`config.mk`:
```
export PLATFORM = sky130hd
export DESIGN_NAME = hack_datapath
export DESIGN_NICKNAME = d
export VERILOG_FILES = /design/src/rtl/hack_pkg.sv /design/src/rtl/hack_alu.sv /design/src/rtl/hack_datapath.sv
export SDC_FILE = /design/constraint.sdc
export NUM_CORES = 1
export LEC_CHECK = 0
export ABC_AREA = 1
export CAP_MARGIN = 20
export CORE_MARGIN = 4
export CORE_UTILIZATION = 58
export DETAILED_ROUTE_END_ITERATION = 8
export PLACE_DENSITY = 0.87
export SETUP_SLACK_MARGIN = 0.4
export SKIP_CTS_REPAIR_TIMING = 1
export SLEW_MARGIN = 5
export SYNTH_ARGS = -nofsm -noshare
export SYNTH_HDL_FRONTEND = slang
export SYNTH_HIERARCHICAL = 1
export SYNTH_SLANG_ARGS = --single-unit
export TNS_END_PERCENT = 5
```
`constraint.sdc`:
```
create_clock -name clk -period 5.94 [get_ports clk]
set_input_delay 0.594 -clock clk [delete_from_list [all_inputs] [get_ports clk]]
set_output_delay 0.594 -clock clk [all_outputs]
set_load 0.03 [all_outputs]
```
`src/rtl/hack_pkg.sv`:
```
// Shared definitions for the Hack CPU datapath: instruction field positions,
// the ALU control bundle, jump encodings and the reset program counter.
package hack_pkg;

    localparam int unsigned WORD_W = 16;

    // Instruction field bit positions
    localparam int unsigned INST_TYPE_BIT = 15;
    localparam int unsigned A_M_SEL_BIT   = 12;
    localparam int unsigned CTRL_HI       = 11;
    localparam int unsigned CTRL_LO       = 6;
    localparam int unsigned DEST_A_BIT    = 5;
    localparam int unsigned DEST_D_BIT    = 4;
    localparam int unsigned DEST_M_BIT    = 3;
    localparam int unsigned JUMP_HI       = 2;
    localparam int unsigned JUMP_LO       = 0;

    localparam int unsigned CTRL_W = CTRL_HI - CTRL_LO + 1;
    localparam int unsigned JUMP_W = JUMP_HI - JUMP_LO + 1;

    localparam logic [WORD_W-1:0] RESET_PC = 16'h0000;

    // ALU control bundle, field order matches instruction[11:6]
    typedef struct packed {
        logic zx;
        logic nx;
        logic zy;
        logic ny;
        logic f;
        logic no;
    } alu_ctrl_t;

    // Jump condition encodings, instruction[2:0]
    typedef enum logic [2:0] {
        JNULL = 3'b000,
        JGT   = 3'b001,
        JEQ   = 3'b010,
        JGE   = 3'b011,
        JLT   = 3'b100,
        JNE   = 3'b101,
        JLE   = 3'b110,
        JMP   = 3'b111
    } jump_e;

endpackage

```
`src/rtl/hack_alu.sv`:
```
// Hack ALU: purely combinational x/y conditioning, add/and, optional output
// inversion, plus zero and negative flags.
module hack_alu
    import hack_pkg::*;
#(
    parameter int unsigned WIDTH = WORD_W
) (
    input  logic [WIDTH-1:0] x,
    input  logic [WIDTH-1:0] y,
    input  alu_ctrl_t        ctrl,
    output logic [WIDTH-1:0] out,
    output logic             zr,
    output logic             ng
);

    logic [WIDTH-1:0] x_z;
    logic [WIDTH-1:0] x_n;
    logic [WIDTH-1:0] y_z;
    logic [WIDTH-1:0] y_n;
    logic [WIDTH-1:0] f_out;

    // Operand conditioning: zero first, then invert
    always_comb begin
        x_z = ctrl.zx ? '0 : x;
        x_n = ctrl.nx ? ~x_z : x_z;
        y_z = ctrl.zy ? '0 : y;
        y_n = ctrl.ny ? ~y_z : y_z;
    end

    // Function select, output inversion and flags
    always_comb begin
        f_out = ctrl.f ? (x_n + y_n) : (x_n & y_n);
        out   = ctrl.no ? ~f_out : f_out;
        zr    = (out == '0);
        ng    = out[WIDTH-1];
    end

endmodule

```
`src/rtl/hack_datapath.sv`:
```
// Hack CPU datapath: A, D and PC registers, instruction decode, jump logic
// and the hack_alu instance. One instruction executes per clock.
// Optional build macro: HACK_DATAPATH_TRACE_EN prints a per-edge trace.
// outM and writeM are combinational by definition of the Hack memory port.
module hack_datapath
    import hack_pkg::*;
#(
    parameter int unsigned WIDTH = WORD_W
) (
    input  logic             clk,
    input  logic             reset,
    input  logic [WIDTH-1:0] instruction,
    input  logic [WIDTH-1:0] inM,
    output logic [WIDTH-1:0] outM,
    output logic             writeM,
    output logic [WIDTH-1:0] addressM,
    output logic [WIDTH-1:0] newPC
);

    logic [WIDTH-1:0] a_reg;
    logic [WIDTH-1:0] d_reg;
    logic [WIDTH-1:0] pc_reg;

    logic             is_c;
    alu_ctrl_t        alu_ctrl;
    logic [WIDTH-1:0] alu_y;
    logic [WIDTH-1:0] alu_out;
    logic             alu_zr;
    logic             alu_ng;
    jump_e            jump_code;
    logic             jump_cond;
    logic             pc_load;
    logic             load_a;
    logic             load_d;
    logic [WIDTH-1:0] a_next;

    // Field decode and ALU operand select
    always_comb begin
        is_c      = instruction[INST_TYPE_BIT];
        alu_ctrl  = alu_ctrl_t'(instruction[CTRL_HI:CTRL_LO]);
        alu_y     = instruction[A_M_SEL_BIT] ? inM : a_reg;
        jump_code = jump_e'(instruction[JUMP_HI:JUMP_LO]);
    end

    hack_alu #(
        .WIDTH (WIDTH)
    ) u_alu (
        .x    (d_reg),
        .y    (alu_y),
        .ctrl (alu_ctrl),
        .out  (alu_out),
        .zr   (alu_zr),
        .ng   (alu_ng)
    );

    // Jump condition from the ALU flags
    always_comb begin
        jump_cond = 1'b0;
        case (jump_code)
            JNULL:   jump_cond = 1'b0;
            JGT:     jump_cond = !alu_ng && !alu_zr;
            JEQ:     jump_cond = alu_zr;
            JGE:     jump_cond = !alu_ng;
            JLT:     jump_cond = alu_ng;
            JNE:     jump_cond = !alu_zr;
            JLE:     jump_cond = alu_ng || alu_zr;
            JMP:     jump_cond = 1'b1;
            default: jump_cond = 1'b0;
        endcase
        pc_load = is_c && jump_cond;
    end

    // Destination decode; A-instructions always load A with a 15-bit constant
    always_comb begin
        load_a = !is_c || instruction[DEST_A_BIT];
        load_d = is_c && instruction[DEST_D_BIT];
        a_next = is_c ? alu_out : {1'b0, instruction[WIDTH-2:0]};
    end

    // Memory-side outputs; the write strobe is suppressed during reset
    always_comb begin
        outM     = alu_out;
        writeM   = reset && is_c && instruction[DEST_M_BIT];
        addressM = a_reg;
        newPC    = pc_reg;
    end

    // A and D registers
    always_ff @(posedge clk or negedge reset) begin
        if (!reset) begin
            a_reg <= '0;
            d_reg <= '0;
        end else begin
            if (load_a) a_reg <= a_next;
            if (load_d) d_reg <= alu_out;
        end
    end

    // Program counter: jump target is the A value from before this edge
    always_ff @(posedge clk or negedge reset) begin
        if (!reset) begin
            pc_reg <= WIDTH'(RESET_PC);
        end else if (pc_load) begin
            pc_reg <= a_reg;
        end else begin
            pc_reg <= pc_reg + WIDTH'(1);
        end
    end

`ifdef HACK_DATAPATH_TRACE_EN
    // Per-edge execution trace
    always @(posedge clk) begin
        if (reset) begin
            $display("hack_datapath: pc=%h a=%h d=%h x=%h y=%h res=%h ldA=%b ldD=%b wrM=%b jmp=%b",
                     pc_reg, a_reg, d_reg, d_reg, alu_y, alu_out,
                     load_a, load_d, writeM, pc_load);
        end
    end
`else
    // Trace disabled: no additional logic
`endif

endmodule

```
==> results of run 1 <==
## synth_stat cells, types with 6 or more instances
cell type  number  area share [%]
a21oi_1         8            0.87
o21ai_0        40             4.3
clkbuf_1       11            0.90
xor2_1         35             6.6
inv_1         134              11
nand2_1       272              22
nor2_1         27             2.2
o221ai_2        8             2.6
o221ai_1        6             1.1
nand3_1        73             7.9
ha_1           17             4.6
dfrtp_1        48              26
nand4_1         9             1.2
nand2_2         6            0.81
buf_2           6            0.65
## cells by family after synthesis
group | after synthesis
compound gates | 69
simple gates | 401
flops | 48
xor+xnor | 38
mux | 1
fa+ha+maj | 18
buf+inv | 164
## power by group through the flow
stage | registers, mW | logic [mW] | clock network [mW]
after floorplan | 0.573 | 0.630 | 0
after global placement | 0.481 | 1.04 | 0
after detailed placement | 0.486 | 1.07 | 0
after CTS | 0.479 | 1.07 | 0.274
after global routing | 0.490 | 1.19 | 0.289
final | 0.480 | 1.08 | 0.273
## per-stage QoR
| step | hold WS [ps] | util (%) | cell area [um^2] | std cells |
|---|---|---|---|---|
| 6_report | 377 | 72.3 | 5590 | 913 |
| 5_1_grt | 425 | 72.3 | 5590 | 913 |
| 4_1_cts | 411 | 72.3 | 5590 | 913 |
| 3_5_place_dp | 475 | 70.6 | 5460 | 906 |
| 3_3_place_gp | 470 | 70.6 | 5460 | 906 |
| 2_1_floorplan | 298 | - | 4610 | 739 |
## per-layer routing
layer	share of wire, %	up-vias
met2	48	214
met1	43	2239
met3	7.1	18
met5	0	-
met4	1.4	0
li1	-	2425
## cell type report
cell class / count / area share (%)
Timing Repair Buffer: 90 / 15.7
Multi-Input combinational cell: 527 / 48.9
Tap cell: 102 / 2.28
Sequential cell: 48 / 21.5
Clock buffer: 5 / 1.23
Clock inverter: 2 / 1.07
Inverter: 139 / 9.34
## worst min-delay path by stage
stage | startpoint | to | slack [ps] | cells after the start
finish | reset | d_reg[1]$_DFFE_PN0P_ | 380 | 2
floorplan | reset | addressM[0]$_DFFE_PN0P_ | 300 | 0
global placement | d_reg[13]$_DFFE_PN0P_ | d_reg[13]$_DFFE_PN0P_ | 470 | 2
CTS | reset | d_reg[1]$_DFFE_PN0P_ | 410 | 2
global route | reset | d_reg[1]$_DFFE_PN0P_ | 430 | 2
detailed placement | d_reg[9]$_DFFE_PN0P_ | d_reg[9]$_DFFE_PN0P_ | 470 | 2
## critical path, delay by kind of cell
kind	cells	cell delay, ps
simple gates	19	2290
buf+inv	4	1510
fa+ha+maj	1	430
xor+xnor	1	170
==> impl_metrics.ini, run 1 <==
[run_status]
status = finished clean

[setup_path]
critPathCapture = newPC[11]$_DFF_PN0_
crit_path_end_kind = flip-flop
r2r-start = addressM[0]$_DFFE_PN0P_
r2r_cells = 27
start_kind = primary input
startpoint = instruction[10]
required_ps = 6120
critical_path_arrival_ps = 4990
max_stage_delay_ps = 890
crit_type = primary input to flip-flop
critPathMostFrequentCell = nand2_1
rrSetupSlack_ps = 1630
r2r_end = newPC[11]$_DFF_PN0_
crit_fanout = 21
crit_slowest_cell = clkdlybuf4s50_1

[timing]
rsz0062_at_grt = no
fin_crit_sh_pct = 81.0
worstMarginPinSlew_ps = 850
max_freq_mhz = 208
fin_crit_ps = 4810
hold_violations = 0
maxSlewHeadroom_pct = 43.2
fin_worst_skew_ps = 6.55
fin_ws_ps = 1130
setup_tns_ps = 0
finalSetupViolations = 0
drv_slew = 0

[synth]
synth_area_um2 = 4610
synth-main-ff-cell = dfrtp_1
synth_edf_count = 0
synth-seq-cells = 48
synth.area.mux_share_pct = 0.244
synth.distinct_cells = 37
synth_xor_area_share_pct = 7.22
syn_nets = 791
ys_warn_count = 6
ys_seq_area_share_pct = 26.1
synthAdderAreaFrac_pct = 5.05
synthCells = 739
synth.avg_cell_area_um2 = 6.24
async_flop_share_pct = 100
synth_top_family_by_area = simple AND/OR/NAND/NOR gates
synth-simple-area-share_pct = 36.6
synth-compound-area-share_pct = 10.1

[detailed_routing]
drtPass1Iterations = 5
drt-vias-per-instance = 5.36
wl_per_cell_um = 14.2
drtIter0Drc = 377
ant_nets = 0
drt-total-wl_um = 13000
post-route-drc-count = 0
vias = 4896

[floorplanning]
coreArea_um2 = 7730
initial_core_util_pct = 59.7
die_y_um = 97.2
core.rowCount = 32
die_x_um = 97.2
io_pins = 83
die-area_um2 = 9440

[global_routing]
grt_util_met2_pct = 47.8
grtUsageMet3_pct = 3.45
antenna_found_initial = 0
grt_pass1_wl_um = 21900
overflow = 0
grt_max_degree = 50
grt.busiest_layer = met2
grt_usage_pct = 27.5
grt_pass1_vias = 4705
met1_usage_pct = 36.7

[clock_tree]
cts.clk_slew.worst_paths_ps = 90
clk_path_buf_depth = 2
cts-root-buf = clkbuf_8
cts_tree = built
cts.sinks = 48
clk_latency_ps = 290
htreeDepth = 2
cts_buffers = 5

[pwr]
pwr-share-seq_pct = 26.2
internal_power_mw = 0.970
peakVddDrop_mv = 0.169
power_leakage_nw = 3.01
p_comb_share_pct = 58.9
clock_power_share_pct = 14.9
cellPowerDensity_nw_per_um2 = 328
p_sw_share_pct = 47.0
p_switching_mw = 0.861
p_total_mw = 1.83

[cells_and_area]
area_growth_pct = 21.2
fillers = 634
multi_input_area_um2 = 2730
regArea_um2 = 1200
nets = 863
insertedDiodeCount = 0
final_common_cell = nand2_1
drive_gt1_share_pct = 5.67
most-common-layout-cells = nand2_1, inv_1, clkdlybuf4s50_1

[place]
place_congestion = 0.963
dp_hpwl_um = 10200
pre_cts_slack_ps = 746
place.port_buffers = 82

[flow_run]
drv_cap = 0

[hold_path]
hold_path.class = primary input to async pin
No activity file was read; power rests on OpenSTA's default activity.
==> run 2: changes to the inputs <==
--- a/config.mk
+++ b/config.mk
@@ -8,9 +8,9 @@
 export ABC_AREA = 1
 export CAP_MARGIN = 20
 export CORE_MARGIN = 4
-export CORE_UTILIZATION = 58
+export CORE_UTILIZATION = 54
 export DETAILED_ROUTE_END_ITERATION = 8
-export PLACE_DENSITY = 0.87
+export PLACE_DENSITY = 0.82
 export SETUP_SLACK_MARGIN = 0.4
 export SKIP_CTS_REPAIR_TIMING = 1
 export SLEW_MARGIN = 5
==> constraint.sdc (replaced) <==
create_clock -name clk -period 4.65 [get_ports clk]
set_input_delay 0.465 -clock clk [delete_from_list [all_inputs] [get_ports clk]]
set_output_delay 0.465 -clock clk [all_outputs]
set_load 0.03 [all_outputs]
==> impl_metrics.ini, run 2 (same netlist as run 1, synthesis figures left out) <==
[timing]
hold_violations = 0
setup_tns_ps = 0
fin_crit_sh_pct = 87.7
max_freq_mhz = 245
timing.hold.ws_ps = 232
finalSetupViolations = 0
fin_crit_ps = 4080
maxSlewHeadroom_pct = 39.8
rsz0062_at_grt = yes
drv_slew = 0
fin_worst_skew_ps = 18.9
worstMarginPinSlew_ps = 901

[detailed_routing]
drt-vias-per-instance = 5.40
ant_nets = 0
wl_per_cell_um = 14.6
post-route-drc-count = 0
drt-total-wl_um = 13500
vias = 4996
drtIter0Drc = 275
drtPass1Iterations = 5

[cells_and_area]
design_area_um2 = 5660
nets = 870
drive_gt1_share_pct = 7.81
most-common-layout-cells = nand2_1, inv_1, nand3_1
fillers = 721
final_common_cell = nand2_1
area_growth_pct = 22.8
final_core_util_pct = 68.6

[clock_tree]
cts_tree = built
cts.clk_slew.worst_paths_ps = 100
cts_buffers = 5
htreeDepth = 2
clk_path_buf_depth = 2
cts-root-buf = clkbuf_8
cts.sinks = 48
clk_latency_ps = 320

[setup_path]
crit_type = primary input to output port
critPathTopFamily = buffers and inverters
path_cells = clkdlybuf4s50_1, inv_2, buf_4, nand2_1, xor2_1, inv_1, ha_1, nand2_2, nor2_2, and3_1, nand2_1, nand3_1, nand3_2, nand2_1, nand2_1, nand2_2, clkdlybuf4s50_1
critical_path_arrival_ps = 3610
path_buf_inv = 5
critPathMostFrequentCell = nand2_1
crit_path_end_kind = output port
start_kind = primary input
crit_cells = 17
crit_slowest_cell = clkdlybuf4s50_1
max_stage_delay_ps = 690
crit_fanout = 10
required_ps = 4180
r2r_cells = 28

[place]
place.port_buffers = 82
dp_hpwl_um = 10500
placed_cell_area_um2 = 5500
place_congestion = 0.949

[pwr]
cellPowerDensity_nw_per_um2 = 400
p_total_mw = 2.27
peakVddDrop_mv = 0.229
power_leakage_nw = 3.08

[floorplanning]
die-area_um2 = 10100
initial_core_util_pct = 55.8
io_pins = 83
core.rowCount = 33
die_x_um = 100
die_y_um = 100
coreArea_um2 = 8260

[global_routing]
grt_usage_pct = 27.1
grt_pass1_wl_um = 22200
overflow = 0
grt_max_degree = 50
grt_pass1_vias = 4872
antenna_found_initial = 1

[flow_run]
drv_cap = 0

[hold_path]
hold_path.class = primary input to async pin

[run_status]
status = finished clean
run 2: layer usage:
layer  share of wire (%)  GRT usage [%]
met3                 6.2           4.31
met4                 2.4           9.95
met5                   0              0
met2                  47           45.4
met1                  44           35.1
run 2: where the power goes:
part / leakage [nW] / internal, mW / switching, mW / total (mW)
combinational: 2.44 / 0.515 / 0.877 / 1.39
clock: 0.0479 / 0.105 / 0.155 / 0.260
sequential: 0.592 / 0.518 / 0.0955 / 0.614
total: 3.08 / 1.14 / 1.13 / 2.27
run 2: area by class of cell:
class / count / area [um^2] / area share, %
tap: 105 / 131 / 2.32
clock inverter: 3 / 18.8 / 0.331
inverter: 139 / 528 / 9.32
timing repair buffer: 97 / 975 / 17.2
antenna: 1 / 2.50 / 0.0442
sequential: 48 / 1200 / 21.2
multi-input combinational: 527 / 2740 / 48.3
clock buffer: 5 / 68.8 / 1.22
run 2: final timing paths:
| path | startpoint | slack [ps] | endpoint |
|---|---|---|---|
| max | instruction[9] | 570 | outM[13] |
| min | reset | 230 | d_reg[2]$_DFFE_PN0P_ |
| max reg2reg | addressM[0]$_DFFE_PN0P_ | 1030 | newPC[1]$_DFF_PN0_ |
| min reg2reg | d_reg[13]$_DFFE_PN0P_ | 490 | d_reg[13]$_DFFE_PN0P_ |
| max in group asynchronous | reset | 3960 | d_reg[13]$_DFFE_PN0P_ |
| min in group clk | d_reg[13]$_DFFE_PN0P_ | 490 | d_reg[13]$_DFFE_PN0P_ |
run 2: through the flow:
stage               std cells  setup WS (ps)
floorplan                 739            888
CTS                       922            255
global placement          914            351
finish                    925            572
global route              925            375
detailed placement        914            271
==> run 3: changes to the inputs <==
--- a/config.mk
+++ b/config.mk
@@ -8,14 +8,13 @@
 export ABC_AREA = 1
 export CAP_MARGIN = 20
 export CORE_MARGIN = 4
-export CORE_UTILIZATION = 54
+export CORE_UTILIZATION = 58
 export DETAILED_ROUTE_END_ITERATION = 8
-export PLACE_DENSITY = 0.82
+export PLACE_DENSITY = 0.88
 export SETUP_SLACK_MARGIN = 0.4
 export SKIP_CTS_REPAIR_TIMING = 1
 export SLEW_MARGIN = 5
 export SYNTH_ARGS = -nofsm -noshare
 export SYNTH_HDL_FRONTEND = slang
-export SYNTH_HIERARCHICAL = 1
 export SYNTH_SLANG_ARGS = --single-unit
 export TNS_END_PERCENT = 5
==> constraint.sdc (replaced) <==
create_clock -name clk -period 5 [get_ports clk]
set_input_delay 0.5 -clock clk [delete_from_list [all_inputs] [get_ports clk]]
set_output_delay 0.5 -clock clk [all_outputs]
set_load 0.03 [all_outputs]
==> impl_metrics.ini, run 3 <==
[run_status]
status = finished clean

[pwr]
clock_power_share_pct = 12.2
power_leakage_nw = 2.80
p_comb_share_pct = 61.2
peakVddDrop_mv = 0.197
p_sw_share_pct = 49.3
internal_power_mw = 1.08
p_switching_mw = 1.05
cellPowerDensity_nw_per_um2 = 396
pwr-share-seq_pct = 26.5

[global_routing]
grt_usage_pct = 29.0
overflow = 0
grt_max_degree = 50
grt_pass1_wl_um = 20900
antenna_found_initial = 0
grt_pass1_vias = 4399

[synth]
ys_seq_area_share_pct = 27.4
synth-simple-area-share_pct = 35.7
ys_top_cells_by_area = dfrtp_1, nand2_1, inv_1, nand3_1, xor2_1
synth_xor_area_share_pct = 9.39
synthAdderAreaFrac_pct = 5.31
synth_top_family_by_area = simple AND/OR/NAND/NOR gates
synth-compound-area-share_pct = 10.2
synth-seq-cells = 48
synth.area.mux_share_pct = 0
synth.avg_cell_area_um2 = 6.46
synth_area_um2 = 4380
synth-main-ff-cell = dfrtp_1
synth_top_area_share_pct = 27.4
synth_most_common_cell = nand2_1
synthCells = 679
synthTopCellsByCount = nand2_1, inv_1, nand3_1
ys_warn_count = 0
synth.distinct_cells = 37
syn_nets = 731
synth_largest_area_cell = dfrtp_1
synth_edf_count = 0
async_flop_share_pct = 100

[cells_and_area]
fillers = 566
final_common_cell = nand2_1
most-common-layout-cells = nand2_1, inv_1, clkdlybuf4s50_1
regArea_um2 = 1200
drive_gt1_share_pct = 6.61
final_core_util_pct = 74.0
insertedDiodeCount = 0
multi_input_area_um2 = 2650
nets = 807
area_growth_pct = 23.1

[setup_path]
critical_path_arrival_ps = 3840
crit_path_end_kind = output port
rrSetupSlack_ps = 1380
crit_type = primary input to output port
required_ps = 4500
start_kind = primary input
crit_fanout = 15

[timing]
rsz0062_at_grt = no
maxSlewHeadroom_pct = 34.0
finalSetupViolations = 0
setup_tns_ps = 0
max_freq_mhz = 230
hold_violations = 0
fin_worst_skew_ps = 9.29
fin_crit_sh_pct = 86.8
fin_crit_ps = 4340
timing.hold.ws_ps = 286
drv_slew = 0
worstMarginPinSlew_ps = 988

[hold_path]
hold_path.class = primary input to async pin

[floorplanning]
core.rowCount = 31
initial_core_util_pct = 60.1
io_pins = 83
die_y_um = 94.9
die_x_um = 94.9
coreArea_um2 = 7290
die-area_um2 = 9010

[place]
place.port_buffers = 82
place_congestion = 1.03
dp_hpwl_um = 9760

[detailed_routing]
drt-total-wl_um = 13100
drtIter0Drc = 569
highest_layer = met4
vias = 4725
post-route-drc-count = 0
dr_wl_met3_um = 1170
wl_per_cell_um = 15.3
route.met2.wl_um = 6190
wl_met1_um = 5460
ant_nets = 0
drt-vias-per-instance = 5.53
drtPass1Iterations = 7

[clock_tree]
cts.sinks = 48
cts_buffers = 5
htreeDepth = 2
clk_path_buf_depth = 2
cts-root-buf = clkbuf_8
cts.clk_slew.worst_paths_ps = 90
cts_tree = built
clk_latency_ps = 310

[flow_run]
drv_cap = 0
run 3: kinds of logic (layout without fill, tap and decap cells):
family | Yosys count | after routing
and+or+nand+nor | 361 | 361
xor gates and xnor gates | 47 | 47
adders and majority gates | 18 | 18
DFF | 48 | 48
buffers and inverters | 131 | 208
AOI/OAI and AO/OA | 74 | 74
run 3: area by class of cell:
| cell class | instances | share of cell area (%) |
|---|---|---|
| inverter | 107 | 7.58 |
| multi-input combinational | 500 | 49.2 |
| timing repair inverter | 2 | 0.278 |
| clock buffer | 6 | 1.53 |
| timing repair buffer | 91 | 16.6 |
| tap | 99 | 2.30 |
| clock inverter | 2 | 0.278 |
| sequential | 48 | 22.3 |
run 3: metal layers:
metal	GRT usage, %	vias to the layer above
li1	-	2291
met1	39.1	2153
met2	49.6	247
met3	2.47	34
met4	8.77	0
met5	0	-
run 3: final timing paths:
path | from | end | cells past startpoint
max reg2reg | addressM[0]$_DFFE_PN0P_ | newPC[5]$_DFF_PN0_ | 22
max | instruction[11] | outM[14] | 20
min in group clk | d_reg[11]$_DFFE_PN0P_ | d_reg[11]$_DFFE_PN0P_ | 2
min | reset | newPC[0]$_DFF_PN0_ | 2
max in group asynchronous | reset | newPC[12]$_DFF_PN0_ | 2
min reg2reg | d_reg[11]$_DFFE_PN0P_ | d_reg[11]$_DFFE_PN0P_ | 2
run 3: critical path, cell delays in order:
cell and delay, ps:
clkdlybuf4s50_1 500, clkinvlp_4 120, buf_12 160, nand2_1 70, xor2_1 150, inv_1 50, ha_1 210, fa_1 460
nand2_1 90, nand2_1 90, nand3_2 80, nand2_1 90, nand2_1 120, nand2_1 90, nand2_1 80, nand3_1 60
nand3_1 90, nand2_2 100, inv_1 60, clkdlybuf4s50_1 660
run 3: through the flow:
step	power, mW	area, um^2	instances	setup slack, ps
finish	2.13	5400	855	658
CTS	2.11	5350	852	227
global route	2.29	5400	855	426
detailed placement	1.85	5260	844	263
floorplan	1.44	4380	679	1240
global placement	1.81	5260	844	308
run 3: power groups by stage:
stage | Sequential, mW | Combinational [mW] | Clock, mW
detailed placement | 0.572 | 1.28 | 0
global placement | 0.565 | 1.24 | 0
floorplan | 0.690 | 0.750 | 0
finish | 0.566 | 1.31 | 0.261
CTS | 0.564 | 1.29 | 0.257
global route | 0.581 | 1.44 | 0.272
